**src/rtl/alu_arbiter.sv**
```systemverilog
// Two-requester ALU with a three-state IDLE/EXEC/RESP handshake and a shared result bus.
// Define ALU_ARB_ROUND_ROBIN_EN for round-robin arbitration; the default is fixed priority to requester 0.
module alu_arbiter #(
  parameter int WIDTH = 32
) (
  input  logic             clk,
  input  logic             rst,
  input  logic             req0_valid,
  output logic             req0_ready,
  input  logic [WIDTH-1:0] req0_a,
  input  logic [WIDTH-1:0] req0_b,
  input  logic [2:0]       req0_ctrl,
  input  logic             req1_valid,
  output logic             req1_ready,
  input  logic [WIDTH-1:0] req1_a,
  input  logic [WIDTH-1:0] req1_b,
  input  logic [2:0]       req1_ctrl,
  output logic             rsp0_valid,
  input  logic             rsp0_ready,
  output logic             rsp1_valid,
  input  logic             rsp1_ready,
  output logic [WIDTH-1:0] rsp_result,
  output logic             rsp_zero,
  output logic             busy
);

  typedef enum logic [1:0] {
    IDLE = 2'd0,
    EXEC = 2'd1,
    RESP = 2'd2
  } state_t;

  state_t           state_r;
  state_t           state_s;
  logic [WIDTH-1:0] op_a_r;
  logic [WIDTH-1:0] op_b_r;
  logic [2:0]       op_ctrl_r;
  logic             id_r;
  logic             last_r;
  logic [WIDTH-1:0] result_r;
  logic             zero_r;
  logic             grant0_s;
  logic             grant1_s;
  logic             rsp_done_s;
  logic [WIDTH-1:0] alu_s;

  function automatic logic [WIDTH-1:0] alu_op(input logic [WIDTH-1:0] a,
                                              input logic [WIDTH-1:0] b,
                                              input logic [2:0]       ctrl);
    logic [WIDTH-1:0] r;
    case (ctrl)
      3'b000:  r = a & b;
      3'b001:  r = a | b;
      3'b010:  r = a + b;
      3'b110:  r = a - b;
      3'b111:  r = {{(WIDTH-1){1'b0}}, (a < b)};
      default: r = {WIDTH{1'b0}};
    endcase
    return r;
  endfunction

  // Arbitration: grants only in IDLE and only to a requester whose valid is high.
  always_comb begin
    grant0_s = 1'b0;
    grant1_s = 1'b0;
    if (state_r == IDLE) begin
      if (req0_valid && req1_valid) begin
`ifdef ALU_ARB_ROUND_ROBIN_EN
        grant0_s = last_r;
        grant1_s = ~last_r;
`else
        grant0_s = 1'b1;
        grant1_s = 1'b0;
`endif
      end else if (req0_valid) begin
        grant0_s = 1'b1;
      end else if (req1_valid) begin
        grant1_s = 1'b1;
      end else begin
        grant0_s = 1'b0;
        grant1_s = 1'b0;
      end
    end else begin
      grant0_s = 1'b0;
      grant1_s = 1'b0;
    end
  end

  // Next-state logic; rspN_ready from the requester not being served never completes RESP.
  always_comb begin
    state_s    = state_r;
    rsp_done_s = 1'b0;
    alu_s      = alu_op(op_a_r, op_b_r, op_ctrl_r);
    case (state_r)
      IDLE: begin
        if (grant0_s || grant1_s) begin
          state_s = EXEC;
        end else begin
          state_s = IDLE;
        end
      end
      EXEC: state_s = RESP;
      RESP: begin
        rsp_done_s = id_r ? rsp1_ready : rsp0_ready;
        if (rsp_done_s) begin
          state_s = IDLE;
        end else begin
          state_s = RESP;
        end
      end
      default: state_s = IDLE;
    endcase
  end

  // State, operand latch, result register and last-grant pointer.
  always_ff @(posedge clk) begin
    if (rst) begin
      state_r   <= IDLE;
      op_a_r    <= {WIDTH{1'b0}};
      op_b_r    <= {WIDTH{1'b0}};
      op_ctrl_r <= 3'b000;
      id_r      <= 1'b0;
      last_r    <= 1'b1;
      result_r  <= {WIDTH{1'b0}};
      zero_r    <= 1'b0;
    end else begin
      state_r <= state_s;
      if (grant0_s) begin
        op_a_r    <= req0_a;
        op_b_r    <= req0_b;
        op_ctrl_r <= req0_ctrl;
        id_r      <= 1'b0;
      end else if (grant1_s) begin
        op_a_r    <= req1_a;
        op_b_r    <= req1_b;
        op_ctrl_r <= req1_ctrl;
        id_r      <= 1'b1;
      end
      if (state_r == EXEC) begin
        result_r <= alu_s;
        zero_r   <= (alu_s == {WIDTH{1'b0}});
      end
      // Pointer is kept in both builds; only round-robin arbitration reads it.
      last_r <= rsp_done_s ? id_r : last_r;
    end
  end

  assign req0_ready = grant0_s;
  assign req1_ready = grant1_s;
  assign rsp0_valid = (state_r == RESP) && !id_r;
  assign rsp1_valid = (state_r == RESP) && id_r;
  assign rsp_result = result_r;
  assign rsp_zero   = zero_r;
  assign busy       = (state_r != IDLE);

endmodule
```
**config.mk**
```make
export PLATFORM = sky130hd
export DESIGN_NAME = alu_arbiter
export DESIGN_NICKNAME = d
export VERILOG_FILES = /design/src/rtl/alu_arbiter.sv
export SDC_FILE = /design/constraint.sdc
export NUM_CORES = 1
export LEC_CHECK = 0
export ABC_AREA = 1
export BUFFER_PORTS_ARGS = -buffer_cell sky130_fd_sc_hd__buf_2
export CAP_MARGIN = 0
export CORE_MARGIN = 2
export CORE_UTILIZATION = 60
export CTS_CLUSTER_DIAMETER = 80
export CTS_CLUSTER_SIZE = 24
export DETAILED_ROUTE_END_ITERATION = 10
export PLACE_DENSITY = 0.84
export SYNTH_ARGS = -nofsm -noshare
export SYNTH_HDL_FRONTEND = slang
export SYNTH_SLANG_ARGS = --single-unit
```
**constraint.sdc**
```tcl
create_clock -name clk -period 4.1 [get_ports clk]
set_input_delay 0.41 -clock clk [delete_from_list [all_inputs] [get_ports clk]]
set_output_delay 0.41 -clock clk [all_outputs]
set_load 0.1 [all_outputs]
```
# Yosys cells after proc, flatten, opt, wreduce, memory -nomap -nowiden
# Cells that the tools add are included.
# W data, S select, Z words.
dict set report totals {
  inputBits 140
  output_inout_bits 38
  ff_bits 103
}
dict set report op_classes {
  n_reduce_logical 11
  n_mux 18
  order_cmp 1
  add_sub_neg 2
  n_bitwise 2
  eq_ne 6
}
# op n
set op_table {}
lappend op_table {{$pmux W32 S5} 1}
lappend op_table {{$mux W32} 4}
lappend op_table {{$add A32 B32 Y32} 1}
lappend op_table {{$and A32 B32 Y32} 1}
lappend op_table {{$logic_not A32 Y1} 1}
lappend op_table {{$lt A32 B32 Y1} 1}
lappend op_table {{$or A32 B32 Y32} 1}
lappend op_table {{$sub A32 B32 Y32} 1}
lappend op_table {{$mux W1} 9}
lappend op_table {{$eq A3 B3 Y1 const B} 2}
lappend op_table {{$mux W3} 2}
lappend op_table {{$pmux W2 S3} 1}
lappend op_table {{$reduce_bool A2 Y1} 2}
lappend op_table {{$eq A3 B1 Y1 const B} 1}
lappend op_table {{$eq A3 B2 Y1 const B} 1}
lappend op_table {{$logic_and A1 B1 Y1} 3}
lappend op_table {{$logic_not A3 Y1} 1}
lappend op_table {{$eq A2 B1 Y1 const B} 1}
lappend op_table {{$eq A2 B2 Y1 const B} 1}
lappend op_table {{$logic_not A2 Y1} 1}
lappend op_table {{$mux W2} 1}
lappend op_table {{$reduce_or A2 Y1} 1}
lappend op_table {{$logic_not A1 Y1} 1}
lappend op_table {{$logic_or A1 B1 Y1} 1}

# Longest topological paths before layout
# Gate-level depths: netlist (run 1).
dict set report logic_depth {
  ltp_word 7
  ltp_mapped 21
  depth_no_buf 20
}

# Worst setup path before layout (run 1)
# No wires, ideal clock.
dict set report synth_timing {
  path_kind {register to register}
  startpoint {register state_r[1]}
  endpoint {register op_b_r[14]}
  t_arrival_ns 2.645
  required_ns 4.030
  slack_ns 1.385
  path_stages_with_launch 9
  period_less_slack_ns 2.715
  path_buffers 1
  cell_sequence {dfxtp_1 nor2_1 inv_1 nor2_1 clkbuf_1 nor2_1 nor2_1 o21ai_0 a21oi_1}
}
dict set report synth_via {
  elab_chain_len 3
}
# element line
set synth_rtl {}
lappend synth_rtl {{start: declaration} 33} ;# state_t state_r;
lappend synth_rtl {{start signal: assignment} 127} ;# state_r <= state_s;
lappend synth_rtl {{$logic_not A2 Y1 *} 66} ;# if (state_r == IDLE) begin
lappend synth_rtl {{$mux W1 *} 66}
lappend synth_rtl {{named net req0_ready} 9} ;# output logic req0_ready,
lappend synth_rtl {{$mux W32 / $reduce_bool A2 Y1 (equally long branches)} n/a}
lappend synth_rtl {{end signal: assignment} 120} ;# op_b_r <= {WIDTH{1'b0}};
lappend synth_rtl {{end signal: assignment} 130} ;# op_b_r <= req0_b;
lappend synth_rtl {{end signal: assignment} 135} ;# op_b_r <= req1_b;
lappend synth_rtl {{end: declaration} 36} ;# logic [WIDTH-1:0] op_b_r;
# The timed path passes the listed nets; every way through them passes the cells marked *.
# A chain may end at the register's enable or synchronous reset.

# Final worst setup path (run 1)
dict set report layout_timing {
  startpoint {register op_b_r[2]}
  endpoint {register zero_r, in the netlist rsp_zero}
}
dict set report layout_via {
  elab_chain_len 3
}
# element line
set layout_rtl {}
lappend layout_rtl {{$sub A32 B32 Y32 (tied with other cells)} 55} ;# 3'b110: r = a - b;
lappend layout_rtl {{$pmux W32 S5 *} 51} ;# case (ctrl)
lappend layout_rtl {{$logic_not A32 Y1 *} 141} ;# zero_r <= (alu_s == {WIDTH{1'b0}});
lappend layout_rtl {{end signal: assignment} 141}
lappend layout_rtl {{end: declaration} 41} ;# logic zero_r;
# Every way passes the cells marked *; elsewhere a longest branch is shown, timed or not.

==> results of run 1 <==
-- critical path: stages (launching register included) --
cell	delay, ns
dfxtp_1	0.44
inv_1	0.09
ha_1	0.66
inv_1	0.17
a21oi_1	0.21
nand2_1	0.14
nand2_1	0.10
nand2_1	0.10
nand2_1	0.10
nand2_1	0.12
nand3_1	0.10
nand2_1	0.06
nor2_1	0.08
nor2_1	0.06
nor2_2	0.10
nand2_1	0.07
nor2_1	0.12
nand3_1	0.10
a21oi_2	0.11
-- area by class of cell --
| class | instances | area (um^2) |
|---|---|---|
| repair buffers | 185 | 946 |
| well taps | 229 | 287 |
| inverters | 339 | 1270 |
| fillers | 1712 | 5840 |
| clock inverters | 6 | 62.6 |
| clock buffers | 10 | 229 |
| flip-flops and latches | 103 | 2060 |
| multi-input cells | 1447 | 7390 |
-- power groups by stage --
stage                     Sequential (mW)  Combinational [mW]  Clock (mW)
after floorplan                      1.42                1.56           0
after global placement               1.21                2.31           0
after detailed placement             1.22                2.34           0
after CTS                            1.20                2.35       0.881
after global routing                 1.21                2.66       0.912
final                                1.20                2.42       0.886
-- cells by family (layout without fill, tap and decap cells) --
logic type                 count (synthesis)  after routing
AOI/OAI and AO/OA                        282            282
and+or+nand+nor                         1061           1061
adders and majority gates                104            104
buffers and inverters                    421            540
DFF                                      103            103
-- layer usage --
metal	global-route usage	vias to the layer above	part of all wire
li1	-	6336	-
met1	0.527	5685	0.43
met2	0.595	732	0.42
met3	0.0858	77	0.12
met4	0.139	0	0.032
met5	0	-	0
-- worst max-delay path by stage --
stage	end	slack, ns	cells after the start
floorplan	op_b_r[14]	1.38	8
global placement	rsp_zero	1.24	16
detailed placement	rsp_zero	1.19	18
CTS	rsp_zero	1.16	18
global route	rsp_zero	0.75	18
finish	rsp_zero	1.09	18
-- state kept, by name, indices dropped and copies added (netlist names) --
name / flops
op_a_r: 32
state_r: 2
op_b_r: 32
rsp_result: 32
rsp_zero: 1
op_ctrl_r: 3
id_r: 1
-- cell usage in the layout (no fill, tap or decap), drive strengths merged, types with 10 or more instances in the layout --
cell and count:
nand3 150, o22ai 22, inv 339, a21oi 125
buf 185, o21ai 117, nand2 541, dfxtp 103
nor3 15, nor2 319, nand4 23, clkbuf 10
ha 102
-- metrics by stage --
stage	utilization	total power [mW]
global placement	0.661	3.52
floorplan	-	2.98
detailed placement	0.661	3.56
CTS	0.677	4.43
global route	0.677	4.78
finish	0.677	4.51
==> run summary, run 1 <==
Status - finished, violations left
Failing checks - design-rule violations
Initial detailed-routing violation count - 1104
WP data required - 4.39 ns
Clock transition at path regs - 0.09 ns
Mux cell area share after synthesis - 0
Vias - 12800
Drc violations - 8
Mapped Avg Cell Area - 5.64 um^2
Net Sw Frac - 0.512
PD cells - 368 mW/mm^2
Number of max-cap violations - 0
Skew-Pair Late Insertion Delay - 0.36 ns
Slew headroom - 0.347
Routed Antenna Nets - 0
CTS tree - built
Asr flop ratio synth - 0
Hold EP - op_b_r[16]
Synth area leaders - dfxtp_1 19%, nand2_1 18%, ha_1 11%
Reg2Reg Capture Point - rsp_zero
Tmin final - 3.01 ns
Worst setup path class - reg2reg
Clk pwr share - 0.197
Fmax - 0.333 GHz
Htree depth - 3
Synth Area in XOR/XNOR - 0
Number of port buffers - 177
Final Net Count - 2329
Dominant cell type by area after synthesis - dfxtp_1
Layout cells sized above 1 - 0.138
Syn_nets - 2215
Core area - 0.0181 mm^2
FF-to-FF setup slack - 1.09 ns
Router iterations before antenna repair - 9
Post-synth cell types - 36
Starting Density - 0.615
Post-Syn Area - 0.0111 mm^2
Mean routed wirelength per cell - 16.4 um
Total track usage - 0.384
Root buffer selected by CTS - clkbuf_16
Initial antenna violation count - 0
Post-cts hold buffer count - 0
# diodes - 0
Largest net degree at the start of global routing - 89
Place WS - 1.19 ns
DR vias/cell - 5.53
WHS Path Cells - 3
Simple-Gate Fraction of Synth Area - 0.407
Area after DPL - 0.0120 mm^2
CP Max Fanout - 12
CP endpoint kind - register
Fin cells - 2319
Switching power of the nets - 2.31 mW
Post-Synthesis Cells - 1971
Area delta synth->final - 10.2%
CTS max path bufs - 2
Sequential share of power - 0.266
CP Launch Point - op_b_r[2]
R2R Path Start - op_b_r[2]
Row cnt - 49
Synth Area in Compound Gates - 0.137
Hold_sp - req0_b[16]
Final WL - 38.1 mm
First-pass GRT wire length - 59.4 mm
Post-synthesis adder-cell area fraction - 0.118
Die W - 140 um
Endpoints failing setup - 0
Leak Pwr - 6.63 nW
Yosys top cell area share - 0.185
WHS - 0.323 ns
Post-synthesis sequential area ratio - 0.185
Final Hold Viols - 0
GP Congestion - 1.05
Worst hold path type - in2reg
Skew final - 0.0137 ns
Pins over their slew limit - 0
Worst path arrival time - 3.30 ns
Post-CTS Setup Bufs - 0
Share of the cycle needed by the critical path after routing - 0.733
EDFF count, synth - 0
Unrepaired setup endpoints after global routing - no
Final instance area - 0.0122 mm^2
Cts repair resizes - 0
Die area - 0.0196 mm^2
DP Cell Count - 2303
Die H - 140 um
CP Launch Type - register
Reg2Reg Depth - 18
Slew @ Worst Pin - 0.979 ns
Total CTS buffers - 9
Yosys warns - 0
Logic pwr share - 0.537
Internal power - 2.20 mW
Vias in the first global route - 11800
HPWL after detailed placement - 31.1 mm
Largest family of logic cells by synthesized area - simple AND/OR/NAND/NOR gates
Ys flop type - dfxtp_1
Most frequent cell after synthesis - nand2_1
Final setup margin - 1.09 ns
Yosys reg bits - 103
Top cells by count, synth - 519 x nand2_1, 321 x inv_1, 297 x nor2_1, 139 x nand3_1
Maximum vdd drop - 0.222 mV
Ports - 178
Total gr overflow - 0
Setup TNS - 0 ns
Clk sinks - 103
(Power assumes the default switching activity.)
==> inputs of run 2 (changes only) <==
Settings changed: CORE_UTILIZATION 60 to 53, PLACE_DENSITY 0.84 to 0.78.
Clock period 4.1 ns to 2.6 ns, I/O delays scaled along.
==> run summary, run 2 (synthesis results as in run 1) <==
Layout Utilization - 0.742
Share of the cycle needed by the critical path after routing - 1.01
Die W - 149 um
Largest net degree at the start of global routing - 89
Skew-Pair Late Insertion Delay - 0.37 ns
Number of max-cap violations - 0
PD cells - 562 mW/mm^2
Die area - 0.0222 mm^2
Vias - 14100
Final Net Count - 2590
Core area - 0.0204 mm^2
Worst setup path class - reg2reg
Slew @ Worst Pin - 1.02 ns
CP Launch Type - register
Skew final - 0.0160 ns
Layout cells sized above 1 - 0.302
Sequential share of power - 0.217
Unrepaired setup endpoints after global routing - yes
GP Congestion - 1.02
CP Max Fanout - 3
Htree depth - 3
Number of port buffers - 177
Total CTS buffers - 9
Pins over their slew limit - 0
Root buffer selected by CTS - clkbuf_16
Status - finished, violations left
CP endpoint kind - register
Commonest non-fill, non-tap cell in the layout - nand2_1
Fmax - 0.383 GHz
Leak Pwr - 8.11 nW
Router iterations before antenna repair - 8
Logic pwr share - 0.621
Failing checks - negative setup slack
Drc violations - 0
WHS - 0.176 ns
Total track usage - 0.380
Most frequent cells in the layout - 485 x nand2_1, 311 x inv_1, 260 x nor2_1
CTS max path bufs - 2
Initial antenna violation count - 2
Maximum vdd drop - 0.433 mV
Initial detailed-routing violation count - 1288
Final instance area - 0.0152 mm^2
Area delta synth->final - 36.4%
Internal power - 4.41 mW
Clk pwr share - 0.162
CP Launch Point - op_a_r[0]
End of the critical path - rsp_zero
DR vias/cell - 5.37
Routed Antenna Nets - 0
Tmin final - 2.61 ns
Switching power of the nets - 4.12 mW
Total gr overflow - 0
Final setup margin - -0.0144 ns
Endpoints failing setup - 1
First-pass GRT wire length - 65.6 mm
Clk sinks - 103
Mean routed wirelength per cell - 16.8 um
Worst hold path type - in2reg
Final Hold Viols - 0
Row cnt - 52
Vias in the first global route - 12700
Starting Density - 0.544
R2R Path Start - op_a_r[0]
Reg2Reg Capture Point - rsp_zero
Reg2Reg Depth - 18
Die H - 149 um
WP data required - 2.88 ns
Area after DPL - 0.0138 mm^2
Slew headroom - 0.323
FF-to-FF setup slack - -0.01 ns
Net Sw Frac - 0.483
Ports - 178
HPWL after detailed placement - 34.5 mm
CTS tree - built
Clock transition at path regs - 0.08 ns
Final WL - 44.0 mm
Worst path arrival time - 2.90 ns
## run 2: cell count changes in the layout (fill, tap and decap cells not counted), moves of 15 or more
cell,change
nor2_4,+18
nor2_1,-34
a21oi_1,-15
nand3_2,+15
nand2_1,-34
nand3_1,-17
nand2_2,+30
ha_1,-28
ha_4,+22
nor2_2,+16
buf_4,+246
## run 2: routing by layer
metal	vias to the layer above	routed length [um]	global-route usage
li1	6864	-	-
met1	6414	18900	0.528
met2	708	19100	0.599
met3	88	4640	0.0740
met4	4	1270	0.110
met5	-	32	0
## run 2: stage by stage
step / setup WS, ns / setup TNS, ns / power (mW) / std cells
after global routing: -0.131 / -0.196 / 9.02 / 2620
after CTS: 0.00113 / 0 / 7.91 / 2603
after floorplan: 0.286 / 0 / 4.70 / 1971
after global placement: -0.111 / -0.111 / 6.35 / 2577
after detailed placement: -0.178 / -0.201 / 6.43 / 2577
final: -0.0144 / -0.0144 / 8.52 / 2621
## run 2: worst min-delay path by stage
stage | from | endpoint | slack [ns] | depth (start not counted)
global placement | op_a_r[0] | op_a_r[0] | 0.47 | 2
detailed placement | rsp_result[15] | rsp_result[15] | 0.48 | 2
finish | req0_b[16] | op_b_r[16] | 0.18 | 3
CTS | req0_b[16] | op_b_r[16] | 0.16 | 3
floorplan | req0_b[16] | op_b_r[16] | 0.43 | 2
global route | req0_b[16] | op_b_r[16] | 0.17 | 3
## run 2: what timing repair did
| action | 4_1_cts | 5_1_grt |
|---|---|---|
| endpoints found under the setup margin | 2 | 10 |
| gates resized for setup | 40 | 179 |
| hold buffers | 0 | 0 |
| pin swaps | 4 | 49 |
| buffers inserted | 12 | 17 |
## run 2: critical path: stages, from the launching register on
cell	delay, ns
dfxtp_2	0.37
inv_2	0.07
ha_4	0.17
fa_2	0.37
inv_2	0.10
buf_4	0.12
nand3_2	0.08
nand3_2	0.09
buf_4	0.13
nand2_1	0.04
nand3_1	0.08
nand3b_1	0.12
nor2_1	0.14
nand3_1	0.15
nor2_2	0.15
nand2_2	0.09
nor2_2	0.08
nand3_1	0.08
a21oi_2	0.11
## run 2: power by group through the flow
stage                     clock network, mW  registers [mW]  logic, mW
after floorplan                           0            2.24       2.46
after global placement                    0            1.86       4.49
after detailed placement                  0            1.87       4.56
after CTS                              1.38            1.83       4.69
after global routing                   1.45            1.86       5.71
final                                  1.38            1.85       5.29
## run 2: cell type report
type / count / area, um^2
Multi-Input combinational cell: 1447 / 8170
Timing Repair Buffer: 446 / 3010
Clock inverter: 6 / 55.1
Sequential cell: 103 / 2080
Clock buffer: 9 / 225
Tap cell: 270 / 338
Inverter: 339 / 1270
Antenna cell: 1 / 2.50
Fill cell: 1694 / 5270
==> inputs of run 3 (changes only) <==
Settings changed: GPL_TIMING_DRIVEN set to 0, PLACE_DENSITY 0.78 to unset, PLACE_DENSITY_LB_ADDON set to 0.15.
==> run summary, run 3 (synthesis results as in run 1) <==
Most frequent cells in the layout - 463 x nand2_1, 305 x inv_1, 250 x nor2_1
Largest net degree at the start of global routing - 20
Switching power of the nets - 4.12 mW
Place WS - -0.380 ns
Maximum vdd drop - 0.457 mV
Initial antenna violation count - 0
Worst path arrival time - 2.92 ns
Die W - 149 um
CTS max path bufs - 2
CP endpoint kind - register
CP Max Fanout - 8
Fin cells - 2475
Die H - 149 um
Final setup margin - -0.0243 ns
Number of port buffers - 176
Drc violations - 0
Router iterations before antenna repair - 6
Vias in the first global route - 11900
Net Sw Frac - 0.511
Critical Path Max Stage Delay - 0.38 ns
Area delta synth->final - 26.3%
Fill cell count - 1879
Starting Density - 0.544
Slew @ Worst Pin - 0.885 ns
Mean routed wirelength per cell - 17.2 um
Worst hold path type - in2reg
Hold_sp - req0_b[16]
Internal power - 3.95 mW
Clk sinks - 103
Worst setup path class - reg2reg
Worst path top cell family by delay - simple AND/OR/NAND/NOR gates
Reg2Reg Capture Point - rsp_zero
Clk pwr share - 0.180
Die area - 0.0222 mm^2
Slowest CP cell - dfxtp_2
Total gr overflow - 0
Tmin final - 2.62 ns
R2R Path Start - op_b_r[5]
Logic pwr share - 0.581
Unrepaired setup endpoints after global routing - yes
WP buf/inv - 2
Post-cts hold buffer count - 0
Sequential share of power - 0.239
Number of max-cap violations - 0
Commonest non-fill, non-tap cell in the layout - nand2_1
Skew-Pair Late Insertion Delay - 0.37 ns
Cells along the critical path - inv_1, ha_4, inv_2, nand2_1, nand2_2, a21oi_4, nand3_2, nand3_1, nand3b_1, nor2_2, nand3_2, nor2_1, nand2_1, nor2_2, nand3_2, a21oi_2
Fmax - 0.381 GHz
First-pass GRT wire length - 62.0 mm
Total track usage - 0.365
DR vias/cell - 5.40
Root buffer selected by CTS - clkbuf_16
Htree depth - 3
Layout cells sized above 1 - 0.276
Total CTS buffers - 9
Failing checks - negative setup slack
Share of the cycle needed by the critical path after routing - 1.01
CP Launch Point - op_b_r[5]
Pins over their slew limit - 0
Hold EP - op_b_r[16]
Core area - 0.0204 mm^2
Skew final - 0.0176 ns
Final WL - 42.7 mm
Initial detailed-routing violation count - 1582
WHS Path Cells - 3
Crit-path most repeated cell - nand3_2
Multi-input logic area - 0.00827 mm^2
Ports - 178
Row cnt - 52
Clock transition at path regs - 0.09 ns
WHS - 0.176 ns
PD cells - 575 mW/mm^2
GP Congestion - 1.02
Final Hold Viols - 0
Leak Pwr - 7.35 nW
Storage cell area - 0.00218 mm^2
FF-to-FF setup slack - -0.02 ns
Status - finished, violations left
Pwr Total - 8.07 mW
Routed Antenna Nets - 0
CP Launch Type - register
HPWL after detailed placement - 33.8 mm
Reg2Reg Depth - 16
Setup TNS - -0.0243 ns
Slew headroom - 0.408
CTS tree - built
Vias - 13400
WP data required - 2.90 ns
DP Cell Count - 2417
Endpoints failing setup - 1
Final Net Count - 2443
run 3: changes by cell type in the layout (fill, tap and decap cells not counted), moves of 18 or more:
cell | before | now
nand2_2 | 50 | 68
buf_4 | 254 | 39
nand2_1 | 485 | 463
buf_2 | 177 | 198
dfxtp_1 | 89 | 44
dfxtp_2 | 13 | 42
clkbuf_1 | 0 | 37
run 3: cell type report:
class | instances | area share
antenna | 1 | 0.000178
buffer | 80 | 0.0347
clock buffer | 10 | 0.0163
clock inverter | 6 | 0.00410
inverter | 339 | 0.0917
multi-input combinational | 1447 | 0.589
sequential | 103 | 0.155
tap | 270 | 0.0241
timing repair buffer | 219 | 0.0849
run 3: repair_timing:
action / 4_1_cts / 5_1_grt
endpoints found under the setup margin: 4 / 5
pin swaps: 13 / 75
setup buffers: 5 / 32
resized for setup: 105 / 245
gates cloned: 0 / 6
run 3: worst max-delay path by stage:
stage / end / slack, ns / cells after the start
after floorplan: op_b_r[7] / 0.29 / 8
after global placement: rsp_zero / -0.37 / 16
after detailed placement: rsp_zero / -0.38 / 16
after CTS: rsp_zero / -0.05 / 20
after global routing: rsp_zero / -0.14 / 19
final: rsp_zero / -0.02 / 16
run 3: worst min-delay path, delay by kind of cell:
kind / cells / cell delay (ns)
and+or+nand+nor: 1 / 0.06
AOI/OAI and AO/OA: 1 / 0.07
buffers and inverters: 1 / 0.10
run 3: per-stage QoR:
step,instance area (um^2),util
2_1_floorplan,11100,-
3_3_place_gp,12300,0.604
3_5_place_dp,12300,0.604
4_1_cts,12900,0.633
5_1_grt,14000,0.687
6_report,14000,0.687
run 3: per-layer routing:
metal  GRT usage  vias to the layer above  share of wire
met5           0                        -              0
met2       0.579                      689           0.44
li1            -                     6580              -
met3      0.0453                       80           0.10
met1       0.499                     6019           0.42
met4       0.160                        0          0.037
run 3: power by group through the flow:
stage                     sequential, mW  clock (mW)  combinational [mW]
after global routing                1.94        1.50                5.08
after global placement              1.92           0                3.77
after floorplan                     2.24           0                2.46
after CTS                           1.91        1.44                3.99
final                               1.93        1.45                4.69
after detailed placement            1.94           0                3.83
